`src/rtl/snake_food_gen.sv`:
```
// Food placement and eat detection for the 8x8 snake game.
// Probes one pseudo-random cell per clock for a free spot, arms food there,
// and pulses length_up / bumps the score when the head lands on it.
module snake_food_gen #(
    parameter logic [7:0]  LFSR_SEED = 8'hA5,
    parameter int unsigned MAX_SCORE = 60
) (
    input  logic            clk,
    input  logic            reset,
    input  logic            move_tick,
    input  logic [7:0][7:0] head_position,
    input  logic [7:0][7:0] headplusbody,
    output logic [7:0][7:0] food_position,
    output logic            food_valid,
    output logic            length_up,
    output logic [7:0]      score,
    output logic            board_full,
    output logic            game_won
);

    localparam int unsigned CELLS     = 64;
    localparam int unsigned IDX_W     = 6;
    localparam int unsigned CNT_W     = 7;
    localparam int unsigned SCORE_W   = 8;
    localparam logic [7:0]  SEED      = (LFSR_SEED == 8'h00) ? 8'h01 : LFSR_SEED;
    localparam logic [SCORE_W-1:0] MAX_S = SCORE_W'(MAX_SCORE);

    typedef enum logic [1:0] {
        SEARCH = 2'd0,
        ARMED  = 2'd1,
        FULL   = 2'd2,
        DONE   = 2'd3
    } state_t;

    state_t              state_q, state_d;
    logic [7:0]          lfsr_q;
    logic [IDX_W-1:0]    probe_idx_q, probe_idx_d;
    logic [CNT_W-1:0]    probe_cnt_q, probe_cnt_d;
    logic [CELLS-1:0]    food_q, food_d;
    logic                food_valid_d, length_up_d, board_full_d, game_won_d;
    logic [SCORE_W-1:0]  score_d;
    logic [CELLS-1:0]    occ_c;
    logic [CELLS-1:0]    head_c;
    logic                lfsr_fb_c;
    logic                hit_c;
    logic [SCORE_W-1:0]  score_inc_c;

    assign occ_c       = headplusbody;
    assign head_c      = head_position;
    assign lfsr_fb_c   = lfsr_q[7] ^ lfsr_q[5] ^ lfsr_q[4] ^ lfsr_q[3];
    assign hit_c       = move_tick && ((head_c & food_q) != '0);
    assign score_inc_c = score + SCORE_W'(1);
    assign food_position = food_q;

    // Free-running Fibonacci LFSR, x^8+x^6+x^5+x^4+1; nonzero seed keeps it off zero.
    always_ff @(posedge clk or negedge reset) begin
        if (!reset) begin
            lfsr_q <= SEED;
        end else begin
            lfsr_q <= {lfsr_q[6:0], lfsr_fb_c};
        end
    end

    // State and output registers.
    always_ff @(posedge clk or negedge reset) begin
        if (!reset) begin
            state_q     <= SEARCH;
            probe_idx_q <= SEED[IDX_W-1:0];
            probe_cnt_q <= '0;
            food_q      <= '0;
            food_valid  <= 1'b0;
            length_up   <= 1'b0;
            score       <= '0;
            board_full  <= 1'b0;
            game_won    <= 1'b0;
        end else begin
            state_q     <= state_d;
            probe_idx_q <= probe_idx_d;
            probe_cnt_q <= probe_cnt_d;
            food_q      <= food_d;
            food_valid  <= food_valid_d;
            length_up   <= length_up_d;
            score       <= score_d;
            board_full  <= board_full_d;
            game_won    <= game_won_d;
        end
    end

    // Next-state and next-output logic; length_up defaults low so it can only pulse.
    always_comb begin
        state_d      = state_q;
        probe_idx_d  = probe_idx_q;
        probe_cnt_d  = probe_cnt_q;
        food_d       = food_q;
        food_valid_d = food_valid;
        length_up_d  = 1'b0;
        score_d      = score;
        board_full_d = board_full;
        game_won_d   = game_won;

        case (state_q)
            SEARCH: begin
                if (!occ_c[probe_idx_q]) begin
                    food_d       = CELLS'(1) << probe_idx_q;
                    food_valid_d = 1'b1;
                    state_d      = ARMED;
                end else begin
                    probe_idx_d = probe_idx_q + IDX_W'(1);
                    probe_cnt_d = probe_cnt_q + CNT_W'(1);
                    // 64th consecutive occupied probe: nowhere left to put food.
                    if (probe_cnt_q == CNT_W'(CELLS - 1)) begin
                        board_full_d = 1'b1;
                        state_d      = FULL;
                    end
                end
            end
            ARMED: begin
                if (hit_c) begin
                    length_up_d  = 1'b1;
                    score_d      = score_inc_c;
                    food_d       = '0;
                    food_valid_d = 1'b0;
                    probe_idx_d  = lfsr_q[IDX_W-1:0];
                    probe_cnt_d  = '0;
                    if (score_inc_c == MAX_S) begin
                        game_won_d = 1'b1;
                        state_d    = DONE;
                    end else begin
                        state_d = SEARCH;
                    end
                end
            end
            FULL: begin
                food_d       = '0;
                food_valid_d = 1'b0;
                board_full_d = 1'b1;
            end
            DONE: begin
                food_d       = '0;
                food_valid_d = 1'b0;
                game_won_d   = 1'b1;
                score_d      = MAX_S;
            end
            default: begin
                state_d = SEARCH;
            end
        endcase
    end

endmodule

```
`config.mk`:
```
export PLATFORM = sky130hd
export DESIGN_NAME = snake_food_gen
export DESIGN_NICKNAME = d
export VERILOG_FILES = /design/src/rtl/snake_food_gen.sv
export SDC_FILE = /design/constraint.sdc
export NUM_CORES = 1
export LEC_CHECK = 0
export CAP_MARGIN = 10
export CORE_UTILIZATION = 45
export CTS_CLUSTER_DIAMETER = 150
export DETAILED_ROUTE_END_ITERATION = 8
export DONT_BUFFER_PORTS = 1
export SLEW_MARGIN = 15
export SYNTH_ARGS = -nofsm -noshare
export SYNTH_HDL_FRONTEND = slang
export SYNTH_SLANG_ARGS = --single-unit
```
`constraint.sdc`:
```
create_clock -name clk -period 3 [get_ports clk]
set_clock_uncertainty 0.1 [all_clocks]
set_input_delay 0.3 -clock clk [delete_from_list [all_inputs] [get_ports clk]]
set_output_delay 0.3 -clock clk [all_outputs]
set_load 0.03 [all_outputs]
```
==> results of run 1 <==
-- cell usage after synthesis (9+ instances only) --
| cell type | count | share of area [%] |
|---|---|---|
| ha_1 | 9 | 2.2 |
| inv_1 | 11 | 0.82 |
| nand3_1 | 10 | 0.99 |
| nor2_1 | 12 | 0.89 |
| nand2_1 | 37 | 2.7 |
| clkbuf_1 | 10 | 0.74 |
| dfrtp_1 | 92 | 46 |
| a221oi_1 | 20 | 3.5 |
| a22o_1 | 18 | 3.1 |
| nand4_1 | 12 | 1.5 |
| o2bb2ai_1 | 67 | 12 |
| buf_6 | 9 | 2.0 |
| mux4_2 | 12 | 5.3 |
-- cell families after synthesis --
group,after synthesis,synth area share [%]
flip-flops,99,49.1
XOR/XNOR,5,0.866
adder cells (fa/ha/maj),9,2.23
multiplexers,26,8.31
buffers and inverters,36,4.16
AO/OA/AOI/OAI,151,25.1
AND/OR/NAND/NOR,102,10.2
-- routing by layer --
metal | up-vias | GRT usage [%] | share of wire [%]
li1 | 1838 | - | -
met1 | 2055 | 31.9 | 42
met2 | 169 | 43.2 | 50
met3 | 20 | 5.85 | 6.8
met4 | 0 | 8.32 | 1.7
met5 | - | 0 | 0
-- sequential cells by signal, summed over array words and instances (netlist names) --
register / count
lfsr_q: 8
probe_cnt_q: 7
length_up: 1
game_won: 1
score: 8
probe_idx_q: 6
state_q: 2
board_full: 1
food_position: 64
food_valid: 1
-- metrics by stage --
step / power (mW) / hold WS (ns) / cell area, um^2 / cells / setup WS (ns)
global placement: 1.39 / -0.0924 / 5670 / 620 / 0.138
detailed placement: 1.39 / -0.0927 / 5670 / 620 / 0.116
finish: 2.35 / 0.0646 / 5930 / 637 / 0.0602
floorplan: 1.39 / -0.0956 / 5060 / 428 / 0.248
CTS: 2.37 / 0.0557 / 5920 / 637 / 0.105
global route: 2.44 / 0.0664 / 5930 / 637 / -0.0530
-- power by group through the flow --
stage / sequential [mW] / clock, mW / combinational [mW]
global route: 1.33 / 1.04 / 0.0669
global placement: 1.36 / 0 / 0.0288
detailed placement: 1.36 / 0 / 0.0288
finish: 1.33 / 0.958 / 0.0592
CTS: 1.33 / 0.971 / 0.0615
floorplan: 1.36 / 0 / 0.0255
-- worst max-delay path by stage --
stage | startpoint | endpoint | depth (start not counted)
after floorplan | probe_idx_q[0] | food_position[59] | 11
after global placement | probe_idx_q[0] | food_position[44] | 8
after detailed placement | probe_idx_q[0] | food_position[40] | 8
after CTS | probe_idx_q[0] | food_position[51] | 6
after global routing | probe_idx_q[0] | food_position[52] | 6
final | probe_idx_q[0] | food_position[51] | 6
-- what timing repair did --
item,4_1_cts,5_1_grt
hold buffers,2,0
resized for setup,0,2
setup endpoints to repair,0,27
hold endpoints to repair,99,0
-- layout by cell type (no fill, tap or decap), types with 3 or more instances in the layout --
cell	instances
a221oi_1	20
a31oi_1	5
mux2_2	7
nor2b_1	3
ha_1	9
buf_4	75
clkbuf_8	10
dfrtp_1	92
a211o_1	3
and2_1	4
nand4_1	12
o21ai_0	6
nor4_1	4
nor2_1	12
a21oi_1	6
nand2_1	36
xnor2_1	4
nand2b_1	3
or4_1	3
nand3_1	10
o2bb2ai_1	67
nor3_1	4
inv_1	11
a22o_1	18
mux2i_1	6
dfstp_2	7
mux4_2	12
-- cell type report --
| class | count | area [um^2] | area share, % |
|---|---|---|---|
| inverters | 11 | 41.3 | 0.696 |
| flip-flops and latches | 99 | 2490 | 41.9 |
| clock inverters | 4 | 73.8 | 1.24 |
| repair buffers | 79 | 641 | 10.8 |
| clock buffers | 11 | 141 | 2.38 |
| well taps | 140 | 175 | 2.95 |
| multi-input cells | 293 | 2370 | 40.0 |
==> impl_metrics.env, run 1 <==
export IMPL_r2r_cells=6
export IMPL_netSwitchingFraction_pct=21.3
export IMPL_ys_async_sr_fraction_pct=100
export IMPL_combPwrFrac_pct=2.5
export IMPL_core_rowCount=38
export IMPL_cp_cell_sequence="mux4_2 > a22o_1 > a211o_1 > a21oi_1 > nand2_1 > o2bb2ai_1"
export IMPL_worstMarginPinSlew_ns=0.519
export IMPL_vias=4082
export IMPL_antenna_found_initial=0
export IMPL_root_buffer="clkbuf_8"
export IMPL_timing_critical_path_buf_inv=0
export IMPL_numCtsBuffers=9
export IMPL_hold_path_class="in2reg"
export IMPL_start_util_pct=46.5
export IMPL_max_stage_delay_ns=0.62
export IMPL_setup_tns_ns=0
export IMPL_critPathKind="reg2reg"
export IMPL_routed_wl_mm=14.7
export IMPL_dpl_hpwl_mm=10.7
export IMPL_arrival_ns=3.13
export IMPL_cap_violations=0
export IMPL_ir_drop_v=0.000257
export IMPL_slew_viol_final=0
export IMPL_synth_seq_cells=99
export IMPL_min_to="probe_idx_q[2]"
export IMPL_crit_required_ns=3.19
export IMPL_grt_pass1_wl_mm=22.1
export IMPL_die_h_um=108
export IMPL_numPortBuffers=0
export IMPL_syn_inst=428
export IMPL_route_detailed_wl_per_inst_um=23.1
export IMPL_syn_mean_instance_area_um2=11.8
export IMPL_worstReg2RegEnd="food_position[51]"
export IMPL_via_per_inst=6.41
export IMPL_layout_min_cycle_time_ns=2.94
export IMPL_postCtsSetupBuffers=0
export IMPL_track_usage_pct=25.4
export IMPL_ys_types=55
export IMPL_max_slew_margin_pct=65.4
export IMPL_die_area_um2=11700
export IMPL_min_from="move_tick"
export IMPL_die_w_um=108
export IMPL_post_route_drc_count=0
export IMPL_final_util_pct=54.5
export IMPL_slowest_stage="dfstp_2"
export IMPL_syn2layout_area_growth_pct=17.2
export IMPL_r2r_setup_slack_ns=0.06
export IMPL_grt_pass1_vias=3964
export IMPL_core_um2=10900
export IMPL_first_pass_iters=5
export IMPL_cp_start_kind="register"
export IMPL_layout_worst_path_cycle_share_pct=98.0
export IMPL_syn_nets=568
export IMPL_clkLatencyLatePin_ns=0.37
export IMPL_outcome="complete, no violations"
export IMPL_overflow=0
export IMPL_crit_fanout=8
export IMPL_fillers=959
export IMPL_cts_sinks=99
export IMPL_worstReg2RegStart="probe_idx_q[0]"
export IMPL_gp_congestion=0.899
export IMPL_rsz0062_at_grt="yes"
export IMPL_drive_gt1_share_pct=26.0
export IMPL_p_int_mw=1.85
export IMPL_p_leak_nw=2.64
export IMPL_hold_viol_final=0
export IMPL_whs_path_depth=2
export IMPL_cts_tree="built"
export IMPL_synth_edff_count=0
export IMPL_cts_clk_slew_worst_paths_ns=0.10
export IMPL_htree_levels=3
export IMPL_diodes=0
export IMPL_num_io_pins=207
export IMPL_layout_nets=633
export IMPL_setup_violations=0
export IMPL_yosysWarnings=0
export IMPL_antenna_left=0
export IMPL_cp_top_family="compound AO/OA/AOI/OAI gates"
export IMPL_power_switching_uw=502
export IMPL_max_freq_ghz=0.340
export IMPL_clockBufferDepth=2
export IMPL_p_clk_share_pct=40.7
export IMPL_grt_max_degree=100
export IMPL_end_kind="register"
export IMPL_drt_iter0_drc=198
export IMPL_sequentialPowerShare_pct=56.7
export IMPL_power_density_nw_per_um2=396
export IMPL_ys_flop_type="dfrtp_1"
export IMPL_ys_seq_area_share_pct=49.1
export IMPL_synth_cell_area_um2=5060
(Power assumes the default switching activity.)
==> inputs of run 2 (changes only) <==
--- a/config.mk
+++ b/config.mk
@@ -10,6 +10,7 @@
 export CTS_CLUSTER_DIAMETER = 150
 export DETAILED_ROUTE_END_ITERATION = 8
 export DONT_BUFFER_PORTS = 1
+export SETUP_SLACK_MARGIN = 0.2
 export SLEW_MARGIN = 15
 export SYNTH_ARGS = -nofsm -noshare
 export SYNTH_HDL_FRONTEND = slang
==> run 2 against run 1 <==
Compared with the run above:
- clock power about the same
- maximum frequency increased by 4.1%
- highest routed layer unchanged
- final cell count increased by 2.0%
- sequential power about the same
- first-iteration DRC count increased by 2.5%
- largest cell class unchanged
- utilization increased by 2.4 points
==> impl_metrics.env, run 2 (synthesized netlist as in run 1, its figures left out) <==
export IMPL_final_common_cell="dfrtp_1"
export IMPL_overflow=0
export IMPL_p_int_mw=1.85
export IMPL_dpl_hpwl_mm=10.7
export IMPL_r2r_setup_slack_ns=0.18
export IMPL_combPwrFrac_pct=2.8
export IMPL_outcome="complete, no violations"
export IMPL_core_rowCount=38
export IMPL_multi_input_area_um2=2480
export IMPL_power_density_nw_per_um2=380
export IMPL_syn2layout_area_growth_pct=22.5
export IMPL_dp_slack_ns=0.116
export IMPL_drive_gt1_share_pct=32.4
export IMPL_core_um2=10900
export IMPL_min_to="probe_idx_q[2]"
export IMPL_first_pass_iters=4
export IMPL_crit_required_ns=3.14
export IMPL_htree_levels=3
export IMPL_design_area_um2=6190
export IMPL_drt_iter0_drc=203
export IMPL_max_slew_margin_pct=65.5
export IMPL_final_util_pct=56.9
export IMPL_worstReg2RegEnd="food_position[36]"
export IMPL_hold_viol_final=0
export IMPL_final_setup_worst_slack_ns=0.175
export IMPL_die_h_um=108
export IMPL_netSwitchingFraction_pct=21.4
export IMPL_placed_area_um2=5670
export IMPL_antenna_left=0
export IMPL_max_freq_ghz=0.354
export IMPL_arrival_ns=2.96
export IMPL_max_stage_delay_ns=0.68
export IMPL_slowest_stage="dfstp_2"
export IMPL_clockBufferDepth=2
export IMPL_largest_register_ffs=64
export IMPL_seq_area_um2=2490
export IMPL_whs_path_depth=2
export IMPL_num_io_pins=207
export IMPL_grt_pass1_wl_mm=22.8
export IMPL_p_leak_nw=2.74
export IMPL_power_switching_uw=504
export IMPL_fillers=924
export IMPL_cts_tree="built"
export IMPL_crit_fanout=30
export IMPL_grt_pass1_vias=4072
export IMPL_end_kind="register"
export IMPL_final_cell_mix="92 x dfrtp_1, 83 x buf_4, 67 x o2bb2ai_1"
export IMPL_layout_nets=646
export IMPL_diodes=0
export IMPL_numPortBuffers=0
export IMPL_worstReg2RegStart="probe_idx_q[0]"
export IMPL_layout_min_cycle_time_ns=2.82
export IMPL_cp_cell_sequence="mux4_2 > a22o_1 > a211o_1 > a32o_2 > a21o_4 > buf_12 > o2bb2ai_1"
export IMPL_cap_violations=0
export IMPL_slew_viol_final=0
export IMPL_ir_drop_v=0.000264
export IMPL_layout_worst_path_cycle_share_pct=94.2
export IMPL_min_from="move_tick"
export IMPL_setup_tns_ns=0
export IMPL_antenna_found_initial=0
export IMPL_hold_path_class="in2reg"
export IMPL_route_detailed_wl_per_inst_um=23.6
export IMPL_grt_max_degree=100
export IMPL_track_usage_pct=26.3
export IMPL_numCtsBuffers=9
export IMPL_cp_start_kind="register"
export IMPL_via_per_inst=6.42
export IMPL_setup_violations=0
export IMPL_cts_clk_slew_worst_paths_ns=0.09
export IMPL_die_area_um2=11700
export IMPL_vias=4172
export IMPL_clkLatencyLatePin_ns=0.37
export IMPL_gp_congestion=0.899
export IMPL_sequentialPowerShare_pct=56.6
export IMPL_root_buffer="clkbuf_8"
export IMPL_worstMarginPinSlew_ns=0.517
export IMPL_r2r_cells=7
export IMPL_routed_wl_mm=15.3
export IMPL_p_clk_share_pct=40.6
export IMPL_rsz0062_at_grt="yes"
export IMPL_post_route_drc_count=0
export IMPL_die_w_um=108
export IMPL_critPathKind="reg2reg"
export IMPL_start_util_pct=46.5
export IMPL_cts_sinks=99
[run 2: timing repair]
action	in CTS	in global routing
setup buffers	4	7
cloned	2	0
resized for setup	19	13
setup endpoints to repair	63	79
hold buffers	2	0
endpoints found under the hold margin	99	0
pin swaps	3	9
[run 2: critical path: cells and delay by family (launching register included)]
kind | cells | cell delay (ns)
AOI/OAI and AO/OA | 5 | 1.21
muxes | 1 | 0.54
DFF | 1 | 0.68
buffers and inverters | 1 | 0.17
[run 2: how the worst max path moves through the flow]
stage	slack (ns)	from	to
after floorplan	0.25	probe_idx_q[0]	food_position[59]
after global placement	0.14	probe_idx_q[0]	food_position[44]
after detailed placement	0.12	probe_idx_q[0]	food_position[40]
after CTS	0.19	probe_idx_q[0]	probe_idx_q[1]
after global routing	0.08	probe_idx_q[0]	probe_cnt_q[3]
final	0.18	probe_idx_q[0]	food_position[36]
[run 2: final cells by class]
cell class              count  share of cell area (%)
clock buffers              11                    2.28
clock inverters             4                    1.19
inverters                  11                   0.667
multi-input cells         293                    40.0
flip-flops and latches     99                    40.1
well taps                 140                    2.83
repair buffers             92                    12.9
[run 2: stage by stage]
step | hold slack, ns | total power [mW] | std cells
final | 0.0589 | 2.36 | 650
after global placement | -0.0924 | 1.39 | 620
after global routing | 0.0645 | 2.45 | 650
after floorplan | -0.0956 | 1.39 | 428
after detailed placement | -0.0927 | 1.39 | 620
after CTS | 0.0553 | 2.37 | 643
[run 2: per-layer routing]
layer | wire length [um] | vias up | track usage [%] | part of all wire [%]
li1 | - | 1866 | - | -
met1 | 6210 | 2107 | 33.1 | 41
met2 | 7760 | 171 | 44.9 | 51
met3 | 1030 | 28 | 5.55 | 6.7
met4 | 321 | 0 | 8.61 | 2.1
met5 | 0 | - | 0 | 0
[run 2: power by group through the flow]
| stage | Sequential (mW) | Combinational (mW) | Clock, mW |
|---|---|---|---|
| finish | 1.33 | 0.0664 | 0.957 |
| global route | 1.33 | 0.0740 | 1.04 |
| CTS | 1.33 | 0.0651 | 0.971 |
| detailed placement | 1.36 | 0.0288 | 0 |
| global placement | 1.36 | 0.0288 | 0 |
| floorplan | 1.36 | 0.0255 | 0 |
==> inputs of run 3 (changes only) <==
--- a/config.mk
+++ b/config.mk
@@ -5,11 +5,11 @@
 export SDC_FILE = /design/constraint.sdc
 export NUM_CORES = 1
 export LEC_CHECK = 0
+export BUFFER_PORTS_ARGS = -buffer_cell sky130_fd_sc_hd__buf_2
 export CAP_MARGIN = 10
-export CORE_UTILIZATION = 45
+export CORE_UTILIZATION = 30
 export CTS_CLUSTER_DIAMETER = 150
 export DETAILED_ROUTE_END_ITERATION = 8
-export DONT_BUFFER_PORTS = 1
 export SETUP_SLACK_MARGIN = 0.2
 export SLEW_MARGIN = 15
 export SYNTH_ARGS = -nofsm -noshare
==> constraint.sdc (replaced) <==
create_clock -name clk -period 3.38 [get_ports clk]
set_clock_uncertainty 0.1 [all_clocks]
set_input_delay 0.338 -clock clk [delete_from_list [all_inputs] [get_ports clk]]
set_output_delay 0.338 -clock clk [all_outputs]
set_load 0.03 [all_outputs]
==> run 3 against run 2 <==
Compared with the run above:
- worst setup slack improved by 0.14 ns
- sequential cell count stayed put
- first-iteration DRC count rose by 68%
- maximum frequency is 7.7% lower
- final cell count is 31% higher
- global-route usage down 7.0 points
- die area increased by 49%
- critical path type unchanged
- largest power group unchanged
==> impl_metrics.env, run 3 (synthesized netlist as in run 1, its figures left out) <==
export IMPL_setup_violations=0
export IMPL_antenna_found_initial=0
export IMPL_core_um2=16500
export IMPL_hold_buffers=0
export IMPL_drt_iter0_drc=342
export IMPL_outcome="complete, no violations"
export IMPL_final_common_cell="buf_2"
export IMPL_p_leak_nw=3.20
export IMPL_diodes=0
export IMPL_cp_start_kind="register"
export IMPL_instances_no_fill=854
export IMPL_max_stage_delay_ns=0.71
export IMPL_numCtsBuffers=9
export IMPL_clockBufferDepth=2
export IMPL_root_buffer="clkbuf_16"
export IMPL_route_detailed_wl_per_inst_um=19.5
export IMPL_rsz0062_at_grt="yes"
export IMPL_final_util_pct=39.9
export IMPL_r2r_cells=7
export IMPL_slew_viol_final=0
export IMPL_vias=4646
export IMPL_holdWs_ns=0.0342
export IMPL_hold_path_class="in2async"
export IMPL_track_usage_pct=19.2
export IMPL_final_cell_mix="205 x buf_2, 91 x dfrtp_1, 67 x o2bb2ai_1"
export IMPL_timing_critical_path_buf_inv=0
export IMPL_r2r_setup_slack_ns=0.32
export IMPL_setup_tns_ns=0
export IMPL_grt_max_degree=76
export IMPL_worstReg2RegStart="probe_idx_q[0]"
export IMPL_die_h_um=132
export IMPL_routed_wl_mm=16.7
export IMPL_dr_wl_met2_mm=8.11
export IMPL_power_density_nw_per_um2=354
export IMPL_worstMarginPinSlew_ns=0.966
export IMPL_start_util_pct=30.6
export IMPL_die_w_um=132
export IMPL_grt_pass1_wl_mm=25.9
export IMPL_topRoutingLayerUsed="met4"
export IMPL_antenna_left=0
export IMPL_cap_violations=0
export IMPL_placed_area_um2=6280
export IMPL_worstReg2RegEnd="probe_idx_q[1]"
export IMPL_cp_cell_sequence="mux4_2 > a22o_1 > a211o_1 > a22o_1 > nand2_1 > nand2_1 > o221a_2"
export IMPL_first_pass_iters=5
export IMPL_drive_gt1_share_pct=42.3
export IMPL_cp_top_family="compound AO/OA/AOI/OAI gates"
export IMPL_overflow=0
export IMPL_cts_tree="built"
export IMPL_multi_input_area_um2=2370
export IMPL_design_area_um2=6590
export IMPL_dpl_hpwl_mm=12.6
export IMPL_crit_cells=7
export IMPL_post_route_drc_count=0
export IMPL_end_kind="register"
export IMPL_cts_sinks=99
export IMPL_core_rowCount=47
export IMPL_met1Wirelength_mm=7.30
export IMPL_critPathKind="reg2reg"
export IMPL_hold_viol_final=0
export IMPL_slowest_stage="dfstp_2"
export IMPL_gp_congestion=0.976
export IMPL_syn2layout_area_growth_pct=30.2
export IMPL_crit_fanout=12
export IMPL_seq_area_um2=2490
export IMPL_dr_wl_met3_um=925
export IMPL_layout_nets=770
export IMPL_fillers=1645
export IMPL_ir_drop_v=0.000252
export IMPL_placed_cells=838
export IMPL_num_io_pins=207
export IMPL_clkLatencyLatePin_ns=0.34
export IMPL_layout_min_cycle_time_ns=3.06
export IMPL_layout_worst_path_cycle_share_pct=90.6
export IMPL_largest_register_ffs=64
export IMPL_arrival_ns=3.19
export IMPL_crit_required_ns=3.51
export IMPL_max_slew_margin_pct=35.6
export IMPL_numPortBuffers=206
export IMPL_htree_levels=3
export IMPL_grt_pass1_vias=4590
export IMPL_max_freq_ghz=0.327
export IMPL_cts_clk_slew_worst_paths_ns=0.07
export IMPL_via_per_inst=5.44
export IMPL_die_area_um2=17400
run 3: what timing repair did:
action                     in CTS  in global routing
buffers inserted                0                  1
setup endpoints to repair       0                 11
resized for setup               0                  3
run 3: final cells by class:
| type | instances | area share (%) |
|---|---|---|
| Timing Repair Buffer | 216 | 17.0 |
| Inverter | 11 | 0.627 |
| Clock buffer | 10 | 3.48 |
| Clock inverter | 5 | 0.931 |
| Tap cell | 220 | 4.18 |
| Multi-Input combinational cell | 293 | 36.0 |
| Sequential cell | 99 | 37.8 |
run 3: metrics by stage:
step | setup slack [ns] | power, mW
after detailed placement | 0.253 | 1.34
after CTS | 0.292 | 2.36
after global routing | 0.188 | 2.41
final | 0.319 | 2.33
after floorplan | 0.628 | 1.23
after global placement | 0.291 | 1.33
run 3: per-layer routing:
layer	vias to the layer above	global-route usage (%)
li1	2121	-
met1	2298	25.0
met2	205	32.3
met3	22	3.65
met4	0	6.01
met5	-	0
run 3: report_power, final:
part	leakage [nW]	internal (mW)	total, mW	switching [mW]
logic	1.75	0.0701	0.126	0.0560
registers	1.30	1.18	1.18	0
clock network	0.143	0.576	1.02	0.447
run 3: worst max path at each step:
stage                                 start                end  slack, ns
after floorplan              probe_idx_q[0]  food_position[59]       0.63
after CTS                  food_position[5]     probe_idx_q[1]       0.29
final                        probe_idx_q[0]     probe_idx_q[1]       0.32
after detailed placement   head_position[5]     probe_idx_q[1]       0.25
after global placement    head_position[39]     probe_idx_q[1]       0.29
after global routing         probe_idx_q[0]     probe_idx_q[1]       0.19
